<file path="src/rtl/led_status_driver_pkg.sv">
// Shared definitions for the LED status driver: state encoding and design defaults.
package led_status_driver_pkg;

  typedef enum logic [1:0] {
    ST_IDLE  = 2'd0,
    ST_COUNT = 2'd1,
    ST_ALARM = 2'd2
  } state_t;

  localparam logic [3:0] TERMINAL_DEFAULT = 4'd11;
  localparam int unsigned CLK_HZ          = 12_000_000;
  localparam logic [3:0] PWM_LAST         = 4'd14;  // 15-step PWM period, counts 0..14

endpackage

</file>
<file path="src/rtl/tick_prescaler.sv">
// Clock divider producing a one-clk tick every TICK_DIV enabled cycles; clear restarts the count.
module tick_prescaler #(
  parameter int unsigned TICK_DIV = 120000
) (
  input  logic clk,
  input  logic reset,
  input  logic enable,
  input  logic clear,
  output logic tick
);

  localparam int unsigned W = $clog2(TICK_DIV);
  localparam logic [W-1:0] LAST = W'(TICK_DIV - 1);

  logic [W-1:0] cnt;

  assign tick = enable && !clear && (cnt == LAST);

  // NOTE: sequential state uses non-blocking assignments so every register samples pre-edge values.
  always_ff @(posedge clk) begin
    if (!reset || clear) begin
      cnt <= '0;
    end else if (enable) begin
      cnt <= (cnt == LAST) ? '0 : cnt + W'(1);
    end
  end

endmodule

</file>
<file path="src/rtl/led_status_driver.sv">
// Drives four LEDs from the self-destruct count: PWM-dimmed binary while counting,
// sticky full-brightness blink once the terminal count is reached.
module led_status_driver
  import led_status_driver_pkg::*;
#(
  parameter int unsigned TICK_DIV    = 120000,
  parameter int unsigned BLINK_TICKS = 25,
  parameter logic [3:0]  TERMINAL    = TERMINAL_DEFAULT
) (
  input  logic       clk,
  input  logic       reset,
  input  logic [3:0] cnt_in,
  input  logic       armed,
  input  logic [3:0] brightness,
  output logic [3:0] leds,
  output logic [1:0] state_out
);

  localparam logic [7:0] BLINK_LAST = 8'(BLINK_TICKS - 1);

  state_t     state_q, state_d;
  logic [3:0] pwm_cnt;
  logic       pwm_on;
  logic [7:0] blink_cnt;
  logic       blink_phase;
  logic       tick;
  logic       entering_alarm;

  assign state_out = state_q;

  // NOTE: every always_comb output gets a default first so no path can infer a latch.
  always_comb begin
    state_d = state_q;
    unique case (state_q)
      ST_IDLE:  if (armed) state_d = (cnt_in == TERMINAL) ? ST_ALARM : ST_COUNT;
      ST_COUNT: if (!armed) state_d = ST_IDLE;
                else if (cnt_in == TERMINAL) state_d = ST_ALARM;
      ST_ALARM: if (!armed) state_d = ST_IDLE;
      default:  state_d = ST_IDLE;
    endcase
  end

  assign entering_alarm = (state_q != ST_ALARM) && (state_d == ST_ALARM);

  always_ff @(posedge clk) begin
    if (!reset) state_q <= ST_IDLE;
    else        state_q <= state_d;
  end

  // Free-running PWM; brightness 15 exceeds every count value so it is always on.
  always_ff @(posedge clk) begin
    if (!reset)                pwm_cnt <= '0;
    else if (pwm_cnt == PWM_LAST) pwm_cnt <= '0;
    else                       pwm_cnt <= pwm_cnt + 4'd1;
  end

  assign pwm_on = (pwm_cnt < brightness);

  tick_prescaler #(
    .TICK_DIV (TICK_DIV)
  ) u_tick (
    .clk    (clk),
    .reset  (reset),
    .enable (state_q == ST_ALARM),
    .clear  (state_q != ST_ALARM),
    .tick   (tick)
  );

  // Blink starts lit with a fresh half-period on every alarm entry.
  always_ff @(posedge clk) begin
    if (!reset) begin
      blink_cnt   <= '0;
      blink_phase <= 1'b0;
    end else if (entering_alarm) begin
      blink_cnt   <= '0;
      blink_phase <= 1'b1;
    end else if (state_q != ST_ALARM) begin
      blink_cnt   <= '0;
      blink_phase <= 1'b0;
    end else if (tick) begin
      if (blink_cnt == BLINK_LAST) begin
        blink_cnt   <= '0;
        blink_phase <= ~blink_phase;
      end else begin
        blink_cnt <= blink_cnt + 8'd1;
      end
    end
  end

  always_ff @(posedge clk) begin
    if (!reset) begin
      leds <= '0;
    end else begin
      unique case (state_q)
        ST_IDLE:  leds <= 4'b0000;
        ST_COUNT: leds <= pwm_on ? cnt_in : 4'b0000;
        ST_ALARM: leds <= {4{blink_phase}};
        default:  leds <= 4'b0000;
      endcase
    end
  end

endmodule

</file>
<file path="config.mk">
export PLATFORM = sky130hd
export DESIGN_NAME = led_status_driver
export DESIGN_NICKNAME = d
export VERILOG_FILES = /design/src/rtl/led_status_driver_pkg.sv /design/src/rtl/tick_prescaler.sv /design/src/rtl/led_status_driver.sv
export SDC_FILE = /design/constraint.sdc
export NUM_CORES = 1
export LEC_CHECK = 0
export CAP_MARGIN = 20
export CORE_MARGIN = 1
export CORE_UTILIZATION = 35
export DETAILED_ROUTE_END_ITERATION = 16
export GPL_TIMING_DRIVEN = 1
export PLACE_DENSITY = 0.63
export SLEW_MARGIN = 20
export SYNTH_ARGS = -nofsm -noshare
export SYNTH_HDL_FRONTEND = slang
export SYNTH_SLANG_ARGS = --single-unit
</file>
<file path="constraint.sdc">
create_clock -name clk -period 3.95 [get_ports clk]
set_clock_uncertainty 0.1 [all_clocks]
set_input_delay 0.79 -clock clk [delete_from_list [all_inputs] [get_ports clk]]
set_output_delay 0.79 -clock clk [all_outputs]
set_load 0.05 [all_outputs]
</file>
==> PnR_summary.wiki, run 1 <==
{| class="wikitable"
! Metric !! Value
|-
| Clock tree from TritonCTS || yes
|-
| Die outline height || roughly 73 µm
|-
| Cell type contributing the most total cell area after synthesis || dfxtp_1
|-
| Critical Path Max Stage Delay || 0.85 ns
|-
| Via density || 4.67
|-
| Post-synthesis async set-or-reset flop share || 0%
|-
| Category of cells accounting for the largest share of critical-path delay || buffers and inverters
|-
| Die Outline Area || 0.00537 mm²
|-
| Slew Limit Headroom || 66.6%
|-
| Path class of the lowest-slack min-delay path || reg2reg
|-
| Syn Nets || 226
|-
| Total Power || 771 µW
|-
| Worst Tran Pin Value || 0.500 ns
|-
| H-Tree Depth || 2
|-
| I/O pin total || 17
|-
| Remaining number of nets flagged by the antenna check after routing || 0
|-
| Setup crit start kind || flip-flop
|-
| Cell count after synthesis || just over 200
|-
| PwrDens || 362 mW/mm²
|-
| Post-layout utilization of the core || 44.2%
|-
| Crit path cell chain || clkdlybuf4s50_1
|-
| Maximum number of buffers from clock root to sink || 2
|-
| First-pass GRT wire length || 5.55 mm
|-
| Internal reg-to-reg setup slack || 1.73 ns
|-
| Largest net degree at the start of global routing || 19
|-
| Layout filler cell count || a little under 500
|-
| Mean instance size in the synthesized netlist || 8.76 µm²
|-
| Detailed placer's ending HPWL || 2.24 mm
|-
| Total setup violations reported at the end of the flow || 0
|-
| Average detailed-routed wire length per instance || 10.7 µm
|-
| Distinct cell type count after synthesis || 35
|-
| Most used flip-flop cell after synthesis || dfxtp_1
|-
| Commonest cells in the netlist || dfxtp_1 (36), nor2_1 (32), inv_1 (15), xnor2_1 (15), nand3_1 (13)
|-
| WP buf/inv || 1
|-
| Die W || 73.3 µm
|-
| Req. time, crit path || around 3.1 ns
|-
| Path type of the worst setup path || reg2out
|-
| Source of the critical timing path || state_out[1]
|-
| Clock sinks || 36
|-
| Starting utilization of the core area || 36.9%
|-
| Clock root buffer || clkbuf_8
|-
| Routed wire length || 3.12 mm
|-
| Post-CTS clock slew at the launch and capture registers of the worst setup and hold paths || 0.07 ns
|-
| Post-synth EDFFs || 0
|-
| Share of the synthesized area in the top cell type || 40.5%
|-
| Total standard cell area after synthesis || approximately 0.0018 mm²
|-
| Endpoint of the worst hold path || u_tick.cnt[0]
|-
| Worst EP arrival || 1.57 ns
|-
| Clock insertion delay at the later pin of the skew report || 0.29 ns
|-
| Hold Crit Depth || 1
|-
| Setup TNS || 0 ns
|-
| Capture point of the worst reg-to-reg path || u_tick.cnt[15]
|-
| Sequential element share of the synthesized area || 40.5%
|-
| Beginning of the worst register-to-register path || state_out[1]
|-
| Number of global-route vias before repair || ~1300
|-
| Peak supply drop || 0.225 mV
|-
| Count of final max-slew check failures || 0
|-
| Vias post-DR || 1353
|-
| Starting DRC count in detailed routing || between 40 and 50
|-
| Layout cell share with drive strength beyond 1 || under 10%
|-
| FMAX || 406 MHz
|-
| Largest fanout of any net on the critical path || 7
|-
| Post-detailed-route DRC marker count || 0
|-
| Count of port buffers added during placement || 16
|-
| Number of buffers created by CTS || 5
|-
| Type of destination of the critical path || output pin
|-
| Setup repair after global routing missed its margin || no
|-
| Total GRT Usage || 13.7%
|-
| Clock period minus final worst setup slack || approximately 2.5 ns
|-
| Drt first pass iters || 4
|-
| Num rows || 25
|-
| Cell with the largest stage delay on the worst path || clkdlybuf4s50_1
|-
| Routability congestion estimate || ~0.74
|-
| Area overhead of the layout relative to synthesis || 19.7%
|-
| Total Nets Final || roughly 250
|-
| Number of hold-repair buffers added at the cts stage || 0
|-
| Core Footprint || just under 0.005 mm²
|-
| Leading post-synthesis cells by cell area || dfxtp_1 (41%), ha_1 (8.4%), xnor2_1 (7.4%), nor2_1 (6.8%), nand3_1 (3.7%)
|-
| Sum of overflow across all layers after global routing || 0
|-
| Max-cap violation count || 0
|-
| Number of synthesized register bits || 36
|-
| Most frequent cell after synthesis || dfxtp_1
|-
| Hold_sp || u_tick.cnt[0]
|-
| Cts repair resizes || 0
|-
| Number of antenna violations at the first check in global routing || 0
|-
| Reported leakage power || 0.777 nW
|-
| Final hold vios || 0
|-
| Reg2Reg Depth || 6
|-
| Outcome || complete, no violations
|-
| Diode insertion count for antenna repair || 0
|-
| Share of the clock period used by the worst path || 62.3%
|-
| Post-CTS Repair Setup Buffers || 0
|-
| Synthesis Warnings || 0
|}
[through the flow]
stage,cells,hold slack (ns),instance area (µm²),setup slack [ns]
final,290,0.369,2130,1.49
after global placement,282,0.351,2000,1.21
after global routing,290,0.406,2130,1.37
after CTS,290,0.375,2130,1.48
after floorplan,203,0.330,1780,1.59
after detailed placement,282,0.356,2000,1.18
[worst max-delay path by stage]
stage	slack [ns]	to	depth (start not counted)
6_report	1.49	state_out[1]	1
3_3_place_gp	1.21	leds[1]	7
4_1_cts	1.48	state_out[1]	1
3_5_place_dp	1.18	leds[2]	7
5_1_grt	1.37	leds[1]	7
2_1_floorplan	1.59	u_tick.cnt[13]	6
[where the power goes]
| part | leakage [nW] | switching, mW | internal [mW] |
|---|---|---|---|
| clock network | 0.0645 | 0.129 | 0.223 |
| logic | 0.422 | 0.0231 | 0.0240 |
| registers | 0.291 | 0.00556 | 0.367 |
| total | 0.777 | 0.158 | 0.614 |
[metal layers]
layer  up-vias  wire length, µm  track usage, %
met5         -                0               0
met4         0               34            5.88
li1        737                -               -
met1       591             1630            17.8
met2        23             1330            19.9
met3         2              121            5.49
[cell families after synthesis]
kind of cell	synth area share, %
AND/OR/NAND/NOR	26.8
XOR/XNOR	10.3
buffers and inverters	4.29
adder cells (fa/ha/maj)	8.44
AO/OA/AOI/OAI	8.37
multiplexers	1.20
flip-flops	40.5
[layout make-up]
class	count	area (µm²)	area share, %
inverter	15	56.3	2.65
multi-input combinational	148	981	46.1
clock inverter	1	30.0	1.41
clock buffer	7	96.3	4.53
sequential	36	721	33.9
tap	67	83.8	3.94
timing repair buffer	16	160	7.53
[layout by cell type (no fill, tap or decap), drive strengths merged, types with 3 or more instances in the layout]
cell type,count
nor4,6
xnor2,15
dfxtp,36
and2,4
a21oi,5
inv,15
clkbuf,7
a21o,6
nand4,8
o21ai,5
nor2,32
nand2,9
nand2b,3
clkdlybuf4s50,16
nand3,14
nor3,5
xor2,6
ha,12
[sequential cells by signal, indices dropped and copies added, names as in the netlist]
register,count
leds,4
state_out,2
blink_phase,1
pwm_cnt,4
u_tick.cnt,17
blink_cnt,8
Note: power is estimated with default switching activity, not from simulation.
==> run 2: changes to the inputs <==
- PLACE_DENSITY: 0.63 -> 0.65
- clock period: 3.95 -> 2.23 ns (I/O delays scaled with it)
==> run 2 against run 1 <==
  * Critical path depth increased by 7
  * Wire length up 1.7%
  * Count of clock-buffer cells in the layout unchanged
  * Global-route usage is 0.23 points lower
  * Cell count grew 1.0%
  * Sequential power is 77% higher
  * Critical path type is now in2reg
==> PnR_summary.wiki, run 2 (synthesis results as in run 1) <==
{| class="wikitable"
! Metric !! Value
|-
| Clock insertion delay at the later pin of the skew report || 0.28 ns
|-
| Beginning of the worst register-to-register path || state_out[0]
|-
| Die outline height || 73.3 µm
|-
| Internal reg-to-reg setup slack || 0.26 ns
|-
| Worst EP arrival || between 2 and 2.5 ns
|-
| Slew Limit Headroom || 67.2%
|-
| First-pass GRT wire length || 5.61 mm
|-
| Part of the total power dissipated in the clock network || between 30% and 40%
|-
| Leading cell types in the layout, fill and taps excluded || dfxtp_1 (35), nor2_1 (32), clkdlybuf4s50_1 (16)
|-
| Cell with the largest stage delay on the worst path || clkdlybuf4s50_1
|-
| Die Outline Area || approximately 0.0054 mm²
|-
| Average detailed-routed wire length per instance || 10.8 µm
|-
| Largest net degree at the start of global routing || 12
|-
| Drt first pass iters || 4
|-
| Starting DRC count in detailed routing || 22
|-
| Via density || 4.68
|-
| Req. time, crit path || 2.35 ns
|-
| Peak supply drop || 0.387 mV
|-
| Total Nets Final || 249
|-
| Number of antenna violations at the first check in global routing || 0
|-
| Num rows || 25
|-
| Clock tree from TritonCTS || yes
|-
| Die W || 73.3 µm
|-
| Max reg flops || 17
|-
| Largest register by flop count || u_tick.cnt
|-
| Most common library cell in the layout ignoring fill and taps || dfxtp_1
|-
| Post-detailed-placement cell area || 0.00203 mm²
|-
| Post-CTS clock slew at the launch and capture registers of the worst setup and hold paths || roughly 0.060 ns
|-
| Final hold vios || 0
|-
| Clock root buffer || clkbuf_8
|-
| Total GRT Usage || 13.4%
|-
| Hold_sp || u_tick.cnt[0]
|-
| Maximum number of buffers from clock root to sink || 2
|-
| Proportion of total power due to net switching || 21.2%
|-
| Total Power || between 1 and 1.5 mW
|-
| Comb pwr share || 7.0%
|-
| Largest registers ranked by flip-flop count || u_tick.cnt (17), blink_cnt (8)
|-
| Capture point of the worst reg-to-reg path || u_tick.cnt[13]
|-
| Reg2Reg Depth || 6
|-
| Endpoint of the worst hold path || u_tick.cnt[0]
|-
| Path class of the lowest-slack min-delay path || reg2reg
|-
| Starting utilization of the core area || 36.9%
|-
| Area overhead of the layout relative to synthesis || 19.8%
|-
| Hold Crit Depth || 1
|-
| FMAX || 479 MHz
|-
| Number of global-route vias before repair || 1283
|-
| Worst Tran Pin Value || between 0.4 and 0.5 ns
|-
| Post-detailed-route DRC marker count || 0
|-
| Setup TNS || 0 ns
|-
| Setup repair after global routing missed its margin || no
|-
| Count of final max-slew check failures || 0
|-
| Number of hold-repair buffers added at the cts stage || 0
|-
| I/O pin total || 17
|-
| Count of port buffers added during placement || 16
|-
| Relative contribution of sequential cells to total power || between 50% and 60%
|-
| Most frequent cell on the critical path || a21o_1
|-
| Clock sinks || 36
|-
| Path type of the worst setup path || in2reg
|-
| Number of buffers created by CTS || 5
|-
| Clock period minus final worst setup slack || around 2.1 ns
|-
| Share of the clock period used by the worst path || 93.6%
|-
| Internal power contribution || 969 µW
|-
| H-Tree Depth || 2
|-
| Layout filler cell count || 503
|-
| Remaining number of nets flagged by the antenna check after routing || 0
|-
| Outcome || complete, no violations
|-
| Routed wire length || 3.17 mm
|-
| Reported leakage power || 0.784 nW
|-
| Total setup violations reported at the end of the flow || 0
|-
| Setup crit start kind || primary input
|-
| Final Cell Area || 0.00213 mm²
|-
| Type of destination of the critical path || flip-flop
|-
| Routability congestion estimate || roughly 0.78
|-
| Final setup margin || between 0.1 and 0.15 ns
|-
| Sum of overflow across all layers after global routing || 0
|-
| Setup Slack @ Placement || -0.157 ns
|-
| PwrDens || 577 mW/mm²
|-
| Largest fanout of any net on the critical path || 4
|-
| Vias post-DR || 1372
|-
| Cts repair resizes || 0
|-
| Crit path cell chain || clkdlybuf4s50_1 -> inv_1 -> ha_1 -> a21o_1 -> a21o_1 -> a2111oi_2 -> buf_4 -> a21o_1
|-
| Core Footprint || 0.00482 mm²
|-
| Detailed placer's ending HPWL || 2.34 mm
|-
| Diode insertion count for antenna repair || 0
|-
| Max-cap violation count || 0
|-
| Hold Slack || about 0.37 ns
|-
| Critical Path Max Stage Delay || 0.45 ns
|-
| Post-CTS Repair Setup Buffers || 0
|-
| Net switching power figure || roughly 260 µW
|-
| Layout cell share with drive strength beyond 1 || 7.96%
|}
-- run 2: routing by layer --
metal  wire length [µm]  track usage [%]
met4                 34             4.58
met3                128             3.43
met2               1380             21.5
met1               1630             17.5
met5                  0                0
-- run 2: final cells by class --
class,instances,area [µm²],share of cell area [%]
clock buffers,7,96.3,4.52
inverters,15,56.3,2.64
multi-input cells,148,981,46.1
flip-flops and latches,36,722,33.9
well taps,67,83.8,3.94
repair buffers,20,190,8.93
-- run 2: worst max-delay path by stage --
stage          slack (ns)          start  depth (start not counted)              to
2_1_floorplan        0.03   state_out[0]                          7  u_tick.cnt[13]
3_3_place_gp        -0.09  brightness[1]                          8         leds[0]
3_5_place_dp        -0.16  brightness[1]                          8         leds[3]
4_1_cts              0.13  brightness[1]                          8         leds[3]
5_1_grt              0.01  brightness[1]                          8         leds[3]
6_report             0.14  brightness[1]                          8         leds[3]
-- run 2: critical path, delay by kind of cell --
family	cells	cell delay [ns]
adder cells (fa/ha/maj)	1	0.27
AO/OA/AOI/OAI	4	0.82
buffers and inverters	3	0.68
-- run 2: power by group through the flow --
stage	Sequential, mW	Clock (mW)	Combinational [mW]
2_1_floorplan	0.683	0	0.0399
3_3_place_gp	0.675	0	0.0844
3_5_place_dp	0.675	0	0.0857
4_1_cts	0.661	0.500	0.0862
5_1_grt	0.662	0.527	0.0969
6_report	0.661	0.483	0.0857
-- run 2: stage by stage --
| stage | utilization, % | std cells |
|---|---|---|
| after global placement | 42.2 | 286 |
| after CTS | 44.2 | 293 |
| final | 44.2 | 293 |
| after global routing | 44.2 | 293 |
| after detailed placement | 42.2 | 286 |
| after floorplan | - | 203 |
